`config.mk`:
```
export PLATFORM = sky130hd
export DESIGN_NAME = bist_sequencer
export DESIGN_NICKNAME = d
export VERILOG_FILES = /design/src/rtl/bist_sequencer.sv
export SDC_FILE = /design/constraint.sdc
export NUM_CORES = 1
export LEC_CHECK = 0
export CORE_MARGIN = 5
export CORE_UTILIZATION = 25
export DETAILED_ROUTE_END_ITERATION = 12
export HOLD_SLACK_MARGIN = 0.05
export PLACE_DENSITY = 0.49
export SLEW_MARGIN = 20
export SYNTH_ARGS = -nofsm -noshare
export SYNTH_HDL_FRONTEND = slang
export SYNTH_SLANG_ARGS = --single-unit
```
`constraint.sdc`:
```
create_clock -name CLK -period 5 [get_ports CLK]
set_input_delay 1 -clock CLK [delete_from_list [all_inputs] [get_ports CLK]]
set_output_delay 1 -clock CLK [all_outputs]
set_load 0.02 [all_outputs]
```
`src/rtl/bist_sequencer.sv`:
```
// Logic-BIST run sequencer: seeds LFSR/MISR, issues shift/capture patterns,
// flushes the last response and checks the MISR signature against a golden value.
module bist_sequencer #(
  parameter int unsigned      CHAIN_LEN  = 4,
  parameter int unsigned      N_PATTERNS = 3,
  parameter int unsigned      SIG_W      = 3,
  parameter logic [SIG_W-1:0] GOLDEN_SIG = SIG_W'(3'b101)
) (
  input  logic             CLK,
  input  logic             RST,
  input  logic             START,
  input  logic [SIG_W-1:0] SIG,
  output logic             SCAN_EN,
  output logic             INIT,
  output logic             LFSR_EN,
  output logic             MISR_EN,
  output logic             BUSY,
  output logic             BIST_END,
  output logic             PASS_FAIL
);

  localparam int unsigned BIT_W = 8;
  localparam int unsigned PAT_W = 16;
  localparam logic [BIT_W-1:0] BIT_LAST = BIT_W'(CHAIN_LEN - 1);
  localparam logic [PAT_W-1:0] PAT_LAST = PAT_W'(N_PATTERNS - 1);

  localparam logic [2:0] S_IDLE    = 3'd0;
  localparam logic [2:0] S_INIT    = 3'd1;
  localparam logic [2:0] S_SHIFT   = 3'd2;
  localparam logic [2:0] S_CAPTURE = 3'd3;
  localparam logic [2:0] S_FLUSH   = 3'd4;
  localparam logic [2:0] S_COMPARE = 3'd5;
  localparam logic [2:0] S_DONE    = 3'd6;

  logic [2:0]       state, state_next;
  logic [BIT_W-1:0] bit_cnt, bit_next;
  logic [PAT_W-1:0] pat_cnt, pat_next;
  logic             pass_next;
  logic             scan_en_next, init_next, lfsr_en_next, misr_en_next;
  logic             busy_next, bist_end_next;

  // Next state, counter updates, and state outputs decoded from the next state
  // so the output flops track the state register exactly.
  always_comb begin
    state_next = state;
    bit_next   = bit_cnt;
    pat_next   = pat_cnt;
    pass_next  = PASS_FAIL;
    case (state)
      S_IDLE: if (START) state_next = S_INIT;
      S_INIT: begin
        state_next = S_SHIFT;
        bit_next   = '0;
        pat_next   = '0;
        pass_next  = 1'b0;
      end
      S_SHIFT: begin
        if (bit_cnt == BIT_LAST) state_next = S_CAPTURE;
        else                     bit_next   = bit_cnt + BIT_W'(1);
      end
      S_CAPTURE: begin
        state_next = (pat_cnt < PAT_LAST) ? S_SHIFT : S_FLUSH;
        pat_next   = pat_cnt + PAT_W'(1);
        bit_next   = '0;
      end
      S_FLUSH: begin
        if (bit_cnt == BIT_LAST) state_next = S_COMPARE;
        else                     bit_next   = bit_cnt + BIT_W'(1);
      end
      S_COMPARE: begin
        state_next = S_DONE;
        pass_next  = (SIG == GOLDEN_SIG);
      end
      S_DONE:  if (!START) state_next = S_IDLE;
      default: state_next = S_IDLE;
    endcase

    scan_en_next  = (state_next == S_SHIFT) || (state_next == S_FLUSH);
    init_next     = (state_next == S_INIT);
    lfsr_en_next  = (state_next == S_SHIFT) || (state_next == S_CAPTURE);
    misr_en_next  = (state_next == S_SHIFT) || (state_next == S_CAPTURE) ||
                    (state_next == S_FLUSH);
    busy_next     = (state_next != S_IDLE) && (state_next != S_DONE);
    bist_end_next = (state_next == S_DONE);
  end

  always_ff @(posedge CLK or posedge RST) begin
    if (RST) begin
      state     <= S_IDLE;
      bit_cnt   <= '0;
      pat_cnt   <= '0;
      PASS_FAIL <= 1'b0;
      SCAN_EN   <= 1'b0;
      INIT      <= 1'b0;
      LFSR_EN   <= 1'b0;
      MISR_EN   <= 1'b0;
      BUSY      <= 1'b0;
      BIST_END  <= 1'b0;
    end else begin
      state     <= state_next;
      bit_cnt   <= bit_next;
      pat_cnt   <= pat_next;
      PASS_FAIL <= pass_next;
      SCAN_EN   <= scan_en_next;
      INIT      <= init_next;
      LFSR_EN   <= lfsr_en_next;
      MISR_EN   <= misr_en_next;
      BUSY      <= busy_next;
      BIST_END  <= bist_end_next;
    end
  end

endmodule
```
### Word level (Yosys, flattened, before mapping)

Cells that the tools add are included.

| word-level totals | value |
|---|---|
| register bits | 34 |
| input bits | 6 |
| logic and storage cells | 50 |

| cells by class | value |
|---|---|
| add/subtract/negate cells | 2 |
| $lt $le $gt $ge | 1 |
| equality and inequality tests | 15 |
| muxes and demuxes | 10 |
| reductions and logical operators | 12 |

Operators with widths:

| cell | count |
|---|---|
| 16-bit case mux with 2 select lines | 1 |
| 3-bit case mux with 7 select lines | 1 |
| 3-bit == test (second input constant) | 6 |
| 16-bit by 1-bit adder with 16-bit output (second input constant) | 1 |
| 16-bit by 2-bit less-than comparator with 1-bit output (second input constant) | 1 |
| 8-bit case mux with 2 select lines | 1 |
| 3-bit 2-to-1 mux | 5 |
| 3-bit by 2-bit == test with 1-bit output (second input constant) | 4 |
| 8-bit by 1-bit adder with 8-bit output (second input constant) | 1 |
| 8-bit by 2-bit == test with 1-bit output (second input constant) | 1 |
| 8-bit 2-to-1 mux | 1 |
| 3-bit by 1-bit == test with 1-bit output (second input constant) | 2 |
| 2-bit nonzero test | 3 |
| 2-bit OR reduction | 2 |
| 3-bit zero test | 1 |
| 1-bit logical OR | 3 |
| 3-bit != test (second input constant) | 1 |
| 3-bit nonzero test | 1 |
| 2-bit != test (second input constant) | 1 |
| 1-bit case mux with 2 select lines | 1 |
| 2-bit AND reduction | 1 |
| 1-bit logical AND | 1 |

### Logic depth before layout (Yosys ltp)

Gate-level depths: netlist (run 1).

| depth | value |
|---|---|
| word-level depth | 6 |
| mapped depth | 6 |

### Worst setup path before layout (run 1)

Ideal clock, no wire load.

| timing | value |
|---|---|
| path type | register to register |
| start | register pat_cnt[1] |
| end | register pat_cnt[14] |
| setup time | 0.077 ns |
| arrival time | 1.649 ns |
| required time | 4.923 ns |
| path slack | 3.274 ns |
| cell stages (with the launch flop) | 6 |
| path through | dfrtp_1 -> ha_1 -> nand3_1 -> or3_1 -> or4_1 -> a21oi_1 |

| between the ends | value |
|---|---|
| longest elaborated chain between the ends | 2 |

Ends and longest elaborated chain:

| what | line | text |
|---|---|---|
| start, declared | 37 | `logic [PAT_W-1:0] pat_cnt, pat_next;` |
| start signal, assigned | 102 | `pat_cnt <= pat_next;` |
| 16-bit by 1-bit adder with 16-bit output | 63 | `pat_next = pat_cnt + PAT_W'(1);` |
| 16-bit case mux with 2 select lines | 49 | `case (state)` |

Every way passes these cells.
A chain may end at the register's enable or synchronous reset.

### Worst setup path in the final report (run 1)

| timing | value |
|---|---|
| start | register PASS_FAIL |
| end | output port PASS_FAIL |

RTL lines:

| what | line | text |
|---|---|---|
| start, declared | 19 | `output logic PASS_FAIL` |
| start signal, assigned | 103 | `PASS_FAIL <= pass_next;` |

No word-level cell between the ends.

==> results of run 1 <==
[report_power, final]
group	internal (mW)	switching [mW]	leakage [nW]
clock network	0.200	0.105	0.0683
registers	0.342	0.0932	0.444
logic	0.144	0.170	0.371
total	0.686	0.369	0.883
[flip-flops by register name (all words and copies together) (netlist names)]
| name | count |
|---|---|
| MISR_EN | 1 |
| BIST_END | 1 |
| bit_cnt | 8 |
| state | 3 |
| pat_cnt | 16 |
| LFSR_EN | 1 |
| INIT | 1 |
| BUSY | 1 |
| PASS_FAIL | 1 |
| SCAN_EN | 1 |
[cells by family (layout without fill, tap and decap cells)]
family | count (synthesis) | in the layout | synth area share [%]
simple gates | 81 | 81 | 25.3
flops | 34 | 34 | 49.7
compound gates | 24 | 24 | 10.3
buf+inv | 13 | 26 | 3.65
mux | 11 | 11 | 6.50
xor+xnor | 6 | 6 | 3.07
fa+ha+maj | 2 | 2 | 1.46
[metrics by stage]
| step | utilization, % | instances | setup slack [ps] | total power, mW |
|---|---|---|---|---|
| 2_1_floorplan | - | 171 | 3250 | 0.660 |
| 3_3_place_gp | 28.2 | 256 | 2940 | 0.762 |
| 3_5_place_dp | 28.2 | 256 | 2900 | 0.760 |
| 4_1_cts | 30.3 | 264 | 2740 | 1.07 |
| 5_1_grt | 30.3 | 264 | 2710 | 1.13 |
| 6_report | 30.3 | 264 | 2770 | 1.05 |
[cells in the final DEF, fill, tap and decap left out, types with 5 or more instances in the layout]
cell             netlist  layout
nor2_1                10      10
nor4_1                 6       6
o21ai_0                7       7
inv_1                  5       5
nand3_1               11      11
nor3_1                 7       7
nand2_1               23      23
dfrtp_1               34      34
mux2i_1               10      10
clkdlybuf4s50_1        0      12
nand4_1                6       6
xnor2_1                6       6
clkbuf_8               0       5
[final cells by class]
type                       instances  area (um^2)
fill                             676         4680
clock inverter                     3         68.8
multi-input combinational        124          800
inverter                           5         18.8
tap                               80          100
timing repair buffer              13          128
sequential                        34          851
clock buffer                       5         68.8
[layer usage]
metal | vias up | track usage (%) | share of wire, %
met1 | 622 | 11.2 | 48
met4 | 0 | 3.66 | 2.1
met3 | 9 | 2.68 | 2.7
li1 | 652 | - | -
met2 | 15 | 13.7 | 47
met5 | - | 0 | 0
[how the worst max path moves through the flow]
stage                           end  slack (ps)  depth (start not counted)
after floorplan            BIST_END        3250                          1
after CTS                 PASS_FAIL        2740                          1
after global placement     state[0]        2940                          4
after detailed placement   state[0]        2900                          4
final                     PASS_FAIL        2770                          1
after global routing      PASS_FAIL        2710                          1
==> results.py, run 1 <==
metrics = {
    "grt": {
        "antenna_found_initial": 0,
        "grt_pass1_vias": 1240,
        "track_usage_pct": 8.78,
        "grt_first_pass_wirelength_um": 6060,
        "grt_max_degree": 35,
        "grt-ovfl-total": 0,
    },
    "critical_path": {
        "critPathBufInv": 1,
        "max_stage_delay_ps": 600,
        "crit_path_top_delay_cell": "clkdlybuf4s50_1",
        "critPathLaunch": "PASS_FAIL",
        "start_kind": "flip-flop",
        "r2r-start": "pat_cnt[1]",
        "critical_path.max_fanout": 2,
        "worstPathRequired_ps": 4000,
        "worst_setup_path_end_kind": "primary output",
        "critPathKind": "reg2out",
        "rr_worst_depth": 5,
        "cp_data_arrival_time_ps": 1230,
        "r2r_slack_ps": 3070,
        "path_cells": "clkdlybuf4s50_1",
        "reg2reg_to": "pat_cnt[14]",
        "critPathTopFamily": "buffers and inverters",
    },
    "clock_tree": {
        "clk_pin_slew_ps": 70,
        "cts_max_level": 2,
        "clock_latency_ps": 290,
        "cts.sinks": 34,
        "postCtsSetupBuffers": 0,
        "root_buffer": "clkbuf_8",
        "cts_tree": "yes",
        "clockBufferDepth": 2,
        "cts_resized": 0,
        "ctsHoldBuffers": 0,
        "cts_inserted_buffers": 5,
    },
    "floorplanning": {
        "dieHeight_um": 92.8,
        "die_x_um": 92.8,
        "core_area_um2": 6720,
        "start_util_pct": 25.5,
        "io_pins": 13,
        "die_area_um2": 8610,
        "rows": 30,
    },
    "cells_and_area": {
        "layout-drive-gt1-share_pct": 9.78,
        "fin_area_um2": 2030,
        "antennaDiodeCount": 0,
        "area_delta_synth_final_pct": 18.8,
        "nets": 191,
    },
    "logic_synthesis": {
        "synth-seq-area-share_pct": 49.7,
        "synth_top_area_cell": "dfrtp_1",
        "synthCells": 171,
        "avgSynthCellArea_um2": 10.0,
        "synth_edf_count": 0,
        "synth_top_area_share_pct": 49.7,
        "async_flop_share_pct": 100,
        "yosysMostFrequentCell": "dfrtp_1",
        "ys_ff_latch": 34,
        "synth_flop_cell": "dfrtp_1",
        "ys_top_cells_by_area": "dfrtp_1, mux2i_1, nand2_1",
        "synth_fp_nets": 179,
        "yosysWarnings": 0,
        "synth_cell_types": 42,
        "syn_area_um2": 1710,
        "synth_common_cells": "dfrtp_1, nand2_1, nand3_1, mux2i_1, nor2_1",
    },
    "pwr": {
        "ir_worst_vdd_uv": 214,
        "leakage_nw": 0.883,
        "power.density_nw_per_um2": 518,
    },
    "placement": {
        "place.port_buffers": 12,
        "dpl_cell_area_um2": 1900,
        "dp_hpwl_um": 2430,
        "gp_congestion": 0.768,
    },
    "timing": {
        "timing.setup.tns_ps": 0,
        "period_needed_ps": 2230,
        "fmax_mhz": 448,
        "period_share_pct": 44.6,
        "setup_viol": 0,
        "tightest_slew_ps": 728,
        "hold_violations": 0,
        "max-slew-margin-rel_pct": 51.4,
        "rsz0062_at_grt": "no",
        "maxSlewViolCount": 0,
        "timing.hold.ws_ps": 488,
        "fin_skew_ps": 6.92,
    },
    "drt": {
        "viasPerCell": 4.92,
        "vias": 1298,
        "drc": 0,
        "routed_wl_um": 3450,
        "wl_per_cell_um": 13.1,
        "dr.pass1.iters": 4,
        "ant_nets": 0,
        "drt_iter0_markers": 64,
    },
    "run": {
        "maxCapViolations": 0,
    },
    "worst_hold_path": {
        "min_path_type": "reg2reg",
        "min-delay-start": "PASS_FAIL",
        "hold_depth": 2,
        "min_to": "PASS_FAIL",
    },
    "outcome": {
        "status": "finished clean",
    },
}
(Power assumes the default switching activity.)
==> run 2, diff against run 1 <==
clock period = 2.1 ns   (was 5 ns; I/O delays follow)
==> run 2 against run 1 <==
  * Sequential share of layout area increased by 0.13 points
  * Sequential cell count unchanged
  * First-iteration DRC count decreased by 31%
  * Critical path type is now reg2reg
  * Critical path depth increased by 4
  * Global-route usage increased by 0.47 points
  * Worst setup slack got worse by 2600 ps
  * Cell count increased by 2.3%
  * Clock power increased by 51%
  * Register-to-register slack got worse by 2900 ps
  * Sequential power increased by 130%
==> results.py, run 2 (synthesis gave the netlist of run 1 again) <==
metrics = {
    "floorplanning": {
        "start_util_pct": 25.5,
        "core_area_um2": 6720,
        "rows": 30,
        "die_x_um": 92.8,
        "dieHeight_um": 92.8,
        "die_area_um2": 8610,
        "io_pins": 13,
    },
    "placement": {
        "place.port_buffers": 12,
        "dp_hpwl_um": 2640,
        "dpl_cell_area_um2": 1950,
        "dp_cells": 263,
        "gp_congestion": 0.803,
    },
    "drt": {
        "ant_nets": 0,
        "dr.pass1.iters": 4,
        "drt_iter0_markers": 44,
        "vias": 1295,
        "viasPerCell": 4.80,
        "drc": 0,
        "routed_wl_um": 3720,
        "wl_per_cell_um": 13.8,
    },
    "clock_tree": {
        "cts_max_level": 2,
        "clock_latency_ps": 290,
        "clockBufferDepth": 2,
        "cts_tree": "yes",
        "postCtsSetupBuffers": 0,
        "clk_pin_slew_ps": 70,
        "ctsHoldBuffers": 0,
        "cts_resized": 0,
        "cts_inserted_buffers": 5,
        "root_buffer": "clkbuf_8",
        "cts.sinks": 34,
    },
    "grt": {
        "track_usage_pct": 9.25,
        "grt_first_pass_wirelength_um": 6310,
        "grt-ovfl-total": 0,
        "antenna_found_initial": 0,
        "grt_max_degree": 35,
        "grt_pass1_vias": 1297,
    },
    "pwr": {
        "seqPwrFrac_pct": 43.0,
        "p_sw_share_pct": 38.3,
        "leakage_nw": 0.893,
        "power.density_nw_per_um2": 1140,
        "p_int_mw": 1.43,
        "p_clk_share_pct": 19.9,
        "p_sw_uw": 886,
        "combPwrFrac_pct": 37.1,
        "ir_worst_vdd_uv": 523,
    },
    "cells_and_area": {
        "n_fill_cell": 689,
        "multi_input_area_um2": 800,
        "antennaDiodeCount": 0,
        "final-seq-area_um2": 851,
        "layout-drive-gt1-share_pct": 12.6,
        "fin_area_um2": 2030,
        "nets": 198,
        "regMostFlops": "pat_cnt",
        "reg_top3": "pat_cnt x16, bit_cnt x8, state x3",
        "mostFrequentLayoutCells": "dfrtp_1, nand2_1, clkdlybuf4s50_1, nand3_1",
        "largest_reg_flops": 16,
        "area_delta_synth_final_pct": 18.4,
        "layout_commonest_cell": "dfrtp_1",
        "fin_cells": 270,
    },
    "critical_path": {
        "critPathBufInv": 0,
        "path_cells": "ha_1, nand3_1, or3_1, or4_1, a21oi_1",
        "worst_setup_path_end_kind": "flip-flop",
        "critPathTopFamily": "simple AND/OR/NAND/NOR gates",
        "max_stage_delay_ps": 430,
        "cp_data_arrival_time_ps": 2120,
        "worstPathRequired_ps": 2320,
        "critPathKind": "reg2reg",
        "start_kind": "flip-flop",
        "critical_path.max_fanout": 7,
        "crit_path_top_delay_cell": "dfrtp_1",
    },
    "timing": {
        "hold_violations": 0,
        "period_needed_ps": 1910,
        "max-slew-margin-rel_pct": 59.2,
        "period_share_pct": 90.7,
        "timing.setup.tns_ps": 0,
        "maxSlewViolCount": 0,
        "fin_skew_ps": 4.32,
        "tightest_slew_ps": 609,
        "fmax_mhz": 525,
        "setup_viol": 0,
        "rsz0062_at_grt": "no",
    },
    "worst_hold_path": {
        "min_path_type": "reg2reg",
    },
    "outcome": {
        "status": "finished clean",
    },
    "run": {
        "maxCapViolations": 0,
    },
}
## run 2: changes by cell type in the layout (fill, tap and decap cells not counted), sizes merged
cell    change
clkinv      +1
buf         +7
bufinv      -2
## run 2: tightest hold or removal path, cell delays in order, from the launching register on
cell and delay (ps):
dfrtp_1 350, nand2_1 50, o21ai_0 60
## run 2: final timing paths
| kind | start | endpoint | slack, ps | depth (start not counted) |
|---|---|---|---|---|
| min reg2reg | PASS_FAIL | PASS_FAIL | 480 | 2 |
| min | PASS_FAIL | PASS_FAIL | 480 | 2 |
| max reg2reg | pat_cnt[1] | pat_cnt[14] | 190 | 5 |
| max in group asynchronous | RST | bit_cnt[3] | 1250 | 3 |
| max | pat_cnt[1] | pat_cnt[14] | 190 | 5 |
| min in group asynchronous | RST | bit_cnt[5] | 540 | 3 |
## run 2: power groups by stage
stage | combinational, mW | sequential [mW] | clock, mW
5_1_grt | 0.967 | 1.02 | 0.509
3_5_place_dp | 0.878 | 1.00 | 0
3_3_place_gp | 0.885 | 1.00 | 0
2_1_floorplan | 0.564 | 1.01 | 0
6_report | 0.860 | 0.995 | 0.460
4_1_cts | 0.881 | 0.992 | 0.476
## run 2: area by class of cell
| cell class | instances | area share (%) |
|---|---|---|
| sequential | 34 | 41.9 |
| clock inverter | 2 | 0.494 |
| timing repair buffer | 20 | 8.88 |
| clock buffer | 5 | 3.39 |
| multi-input combinational | 124 | 39.4 |
| inverter | 5 | 0.925 |
| tap | 80 | 4.94 |
## run 2: metal layers
metal / vias up / routed length [um] / track usage (%)
met2: 11 / 1840 / 15.5
met5: - / 0 / 0
met1: 617 / 1740 / 11.2
li1: 662 / - / -
met4: 0 / 34 / 2.44
met3: 5 / 109 / 3.41
## run 2: per-stage QoR
step / hold slack (ps) / power, mW / utilization [%] / setup WS, ps
final: 485 / 2.32 / 30.2 / 194
after global routing: 519 / 2.49 / 30.2 / 16.8
after CTS: 491 / 2.35 / 30.2 / 200
after detailed placement: 476 / 1.88 / 29.0 / 225
after global placement: 469 / 1.89 / 29.0 / 266
after floorplan: 445 / 1.57 / - / 374
==> run 3, diff against run 2 <==
ABC_CLOCK_PERIOD_IN_PS = 2100   (was unset)
CORE_UTILIZATION = 48   (was 25)
PLACE_DENSITY = 0.76   (was 0.49)
==> run 3 against run 2 <==
  * Fmax is 0.66% lower
  * First-iteration DRC count is 64% higher
  * Via count is 4.2% higher
  * Power is 3.6% lower
==> results.py, run 3 (synthesis gave the netlist of run 1 again) <==
metrics = {
    "clock_tree": {
        "postCtsSetupBuffers": 0,
        "cts_resized": 0,
        "cts_tree": "yes",
        "ctsHoldBuffers": 0,
        "clk_pin_slew_ps": 110,
        "cts_max_level": 2,
        "clockBufferDepth": 2,
        "clock_latency_ps": 340,
        "root_buffer": "clkbuf_4",
        "cts_inserted_buffers": 5,
        "cts.sinks": 34,
    },
    "pwr": {
        "finalPower_mw": 2.23,
        "leakage_nw": 0.870,
        "power.density_nw_per_um2": 1150,
        "ir_worst_vdd_uv": 601,
    },
    "cells_and_area": {
        "antennaDiodeCount": 0,
        "n_fill_cell": 296,
        "fin_util_pct": 57.4,
        "reg_top3": "pat_cnt x16, bit_cnt x8, state x3",
        "largest_reg_flops": 16,
        "layout-drive-gt1-share_pct": 11.2,
        "mostFrequentLayoutCells": "dfrtp_1, nand2_1, clkdlybuf4s50_1, nand3_1",
        "area_delta_synth_final_pct": 13.5,
        "regMostFlops": "pat_cnt",
        "fin_cells": 234,
        "layout_commonest_cell": "dfrtp_1",
        "nets": 195,
    },
    "drt": {
        "dr.pass1.iters": 4,
        "drc": 0,
        "routed_wl_um": 3670,
        "drt_iter0_markers": 72,
        "viasPerCell": 5.77,
        "vias": 1350,
        "ant_nets": 0,
        "wl_per_cell_um": 15.7,
    },
    "grt": {
        "track_usage_pct": 16.3,
        "antenna_found_initial": 0,
        "grt_max_degree": 35,
        "grt_first_pass_wirelength_um": 6330,
        "grt-ovfl-total": 0,
        "grt_pass1_vias": 1333,
    },
    "placement": {
        "dp_cells": 226,
        "dp_hpwl_um": 2680,
        "gp_congestion": 0.916,
        "place.port_buffers": 12,
    },
    "timing": {
        "maxSlewViolCount": 0,
        "timing.setup.tns_ps": 0,
        "period_needed_ps": 1920,
        "period_share_pct": 91.4,
        "rsz0062_at_grt": "no",
        "hold_violations": 0,
        "setup_viol": 0,
        "max-slew-margin-rel_pct": 61.7,
        "fmax_mhz": 521,
        "fin_skew_ps": 15.3,
        "tightest_slew_ps": 571,
    },
    "floorplanning": {
        "core_area_um2": 3390,
        "start_util_pct": 50.5,
        "die_area_um2": 4860,
        "die_x_um": 69.7,
        "rows": 21,
        "dieHeight_um": 69.7,
        "io_pins": 13,
    },
    "critical_path": {
        "max_stage_delay_ps": 430,
        "cp_data_arrival_time_ps": 2200,
        "rr_worst_depth": 5,
        "critPathBufInv": 0,
        "r2r-start": "pat_cnt[1]",
        "path_cells": "ha_1, nand3_1, or3_1, or4_1, a21oi_1",
        "start_kind": "flip-flop",
        "critPathTopFamily": "simple AND/OR/NAND/NOR gates",
        "reg2reg_to": "pat_cnt[14]",
        "critical_path.max_fanout": 7,
        "r2r_slack_ps": 180,
        "crit_path_top_delay_cell": "dfrtp_1",
        "worstPathRequired_ps": 2380,
        "worst_setup_path_end_kind": "flip-flop",
        "critPathKind": "reg2reg",
    },
    "worst_hold_path": {
        "min_path_type": "in2async",
    },
    "outcome": {
        "status": "finished clean",
    },
    "run": {
        "maxCapViolations": 0,
    },
}
[run 3: cell types whose count changed in the layout (fill, tap and decap cells not counted)]
cell | previous run | this run
buf_4 | 8 | 5
clkbuf_8 | 5 | 1
clkbuf_4 | 0 | 5
clkinv_2 | 2 | 1
clkbuf_1 | 0 | 1
[run 3: power breakdown]
group | switching [mW] | internal [mW] | total, mW
Clock | 0.218 | 0.162 | 0.380
Combinational | 0.481 | 0.379 | 0.859
Sequential | 0.178 | 0.815 | 0.992
[run 3: how the worst max path moves through the flow]
stage / from / end / slack, ps / depth (start not counted)
final: pat_cnt[1] / pat_cnt[14] / 180 / 5
after global routing: bit_cnt[0] / bit_cnt[0] / 20 / 5
after detailed placement: pat_cnt[1] / pat_cnt[14] / 210 / 5
after floorplan: pat_cnt[1] / pat_cnt[14] / 370 / 5
after global placement: pat_cnt[1] / pat_cnt[14] / 300 / 5
after CTS: pat_cnt[1] / pat_cnt[14] / 190 / 5
[run 3: stage by stage]
stage / instance area, um^2 / hold WS (ps) / setup WS [ps]
6_report: 1940 / 463 / 182
5_1_grt: 1940 / 492 / 18.8
4_1_cts: 1940 / 469 / 190
3_5_place_dp: 1880 / 478 / 209
3_3_place_gp: 1880 / 462 / 297
2_1_floorplan: 1710 / 445 / 374
[run 3: cell type report]
class,count,area [um^2],share of cell area (%)
Tap cell,46,57.6,2.96
Timing Repair Buffer,17,158,8.11
Clock inverter,1,5.00,0.257
Clock buffer,7,55.1,2.83
Inverter,5,18.8,0.965
Multi-Input combinational cell,124,800,41.1
Sequential cell,34,851,43.8
[run 3: layer usage]
layer,part of all wire [%],global-route usage (%),up-vias
li1,-,-,659
met1,41,19.3,651
met2,53,27.1,32
met3,4.1,5.80,8
met4,2.2,6.38,0
met5,0,0,-
[run 3: tightest hold or removal path, cell delays in order]
cell and delay, ps:
clkdlybuf4s50_1 400, inv_1 50, buf_4 370
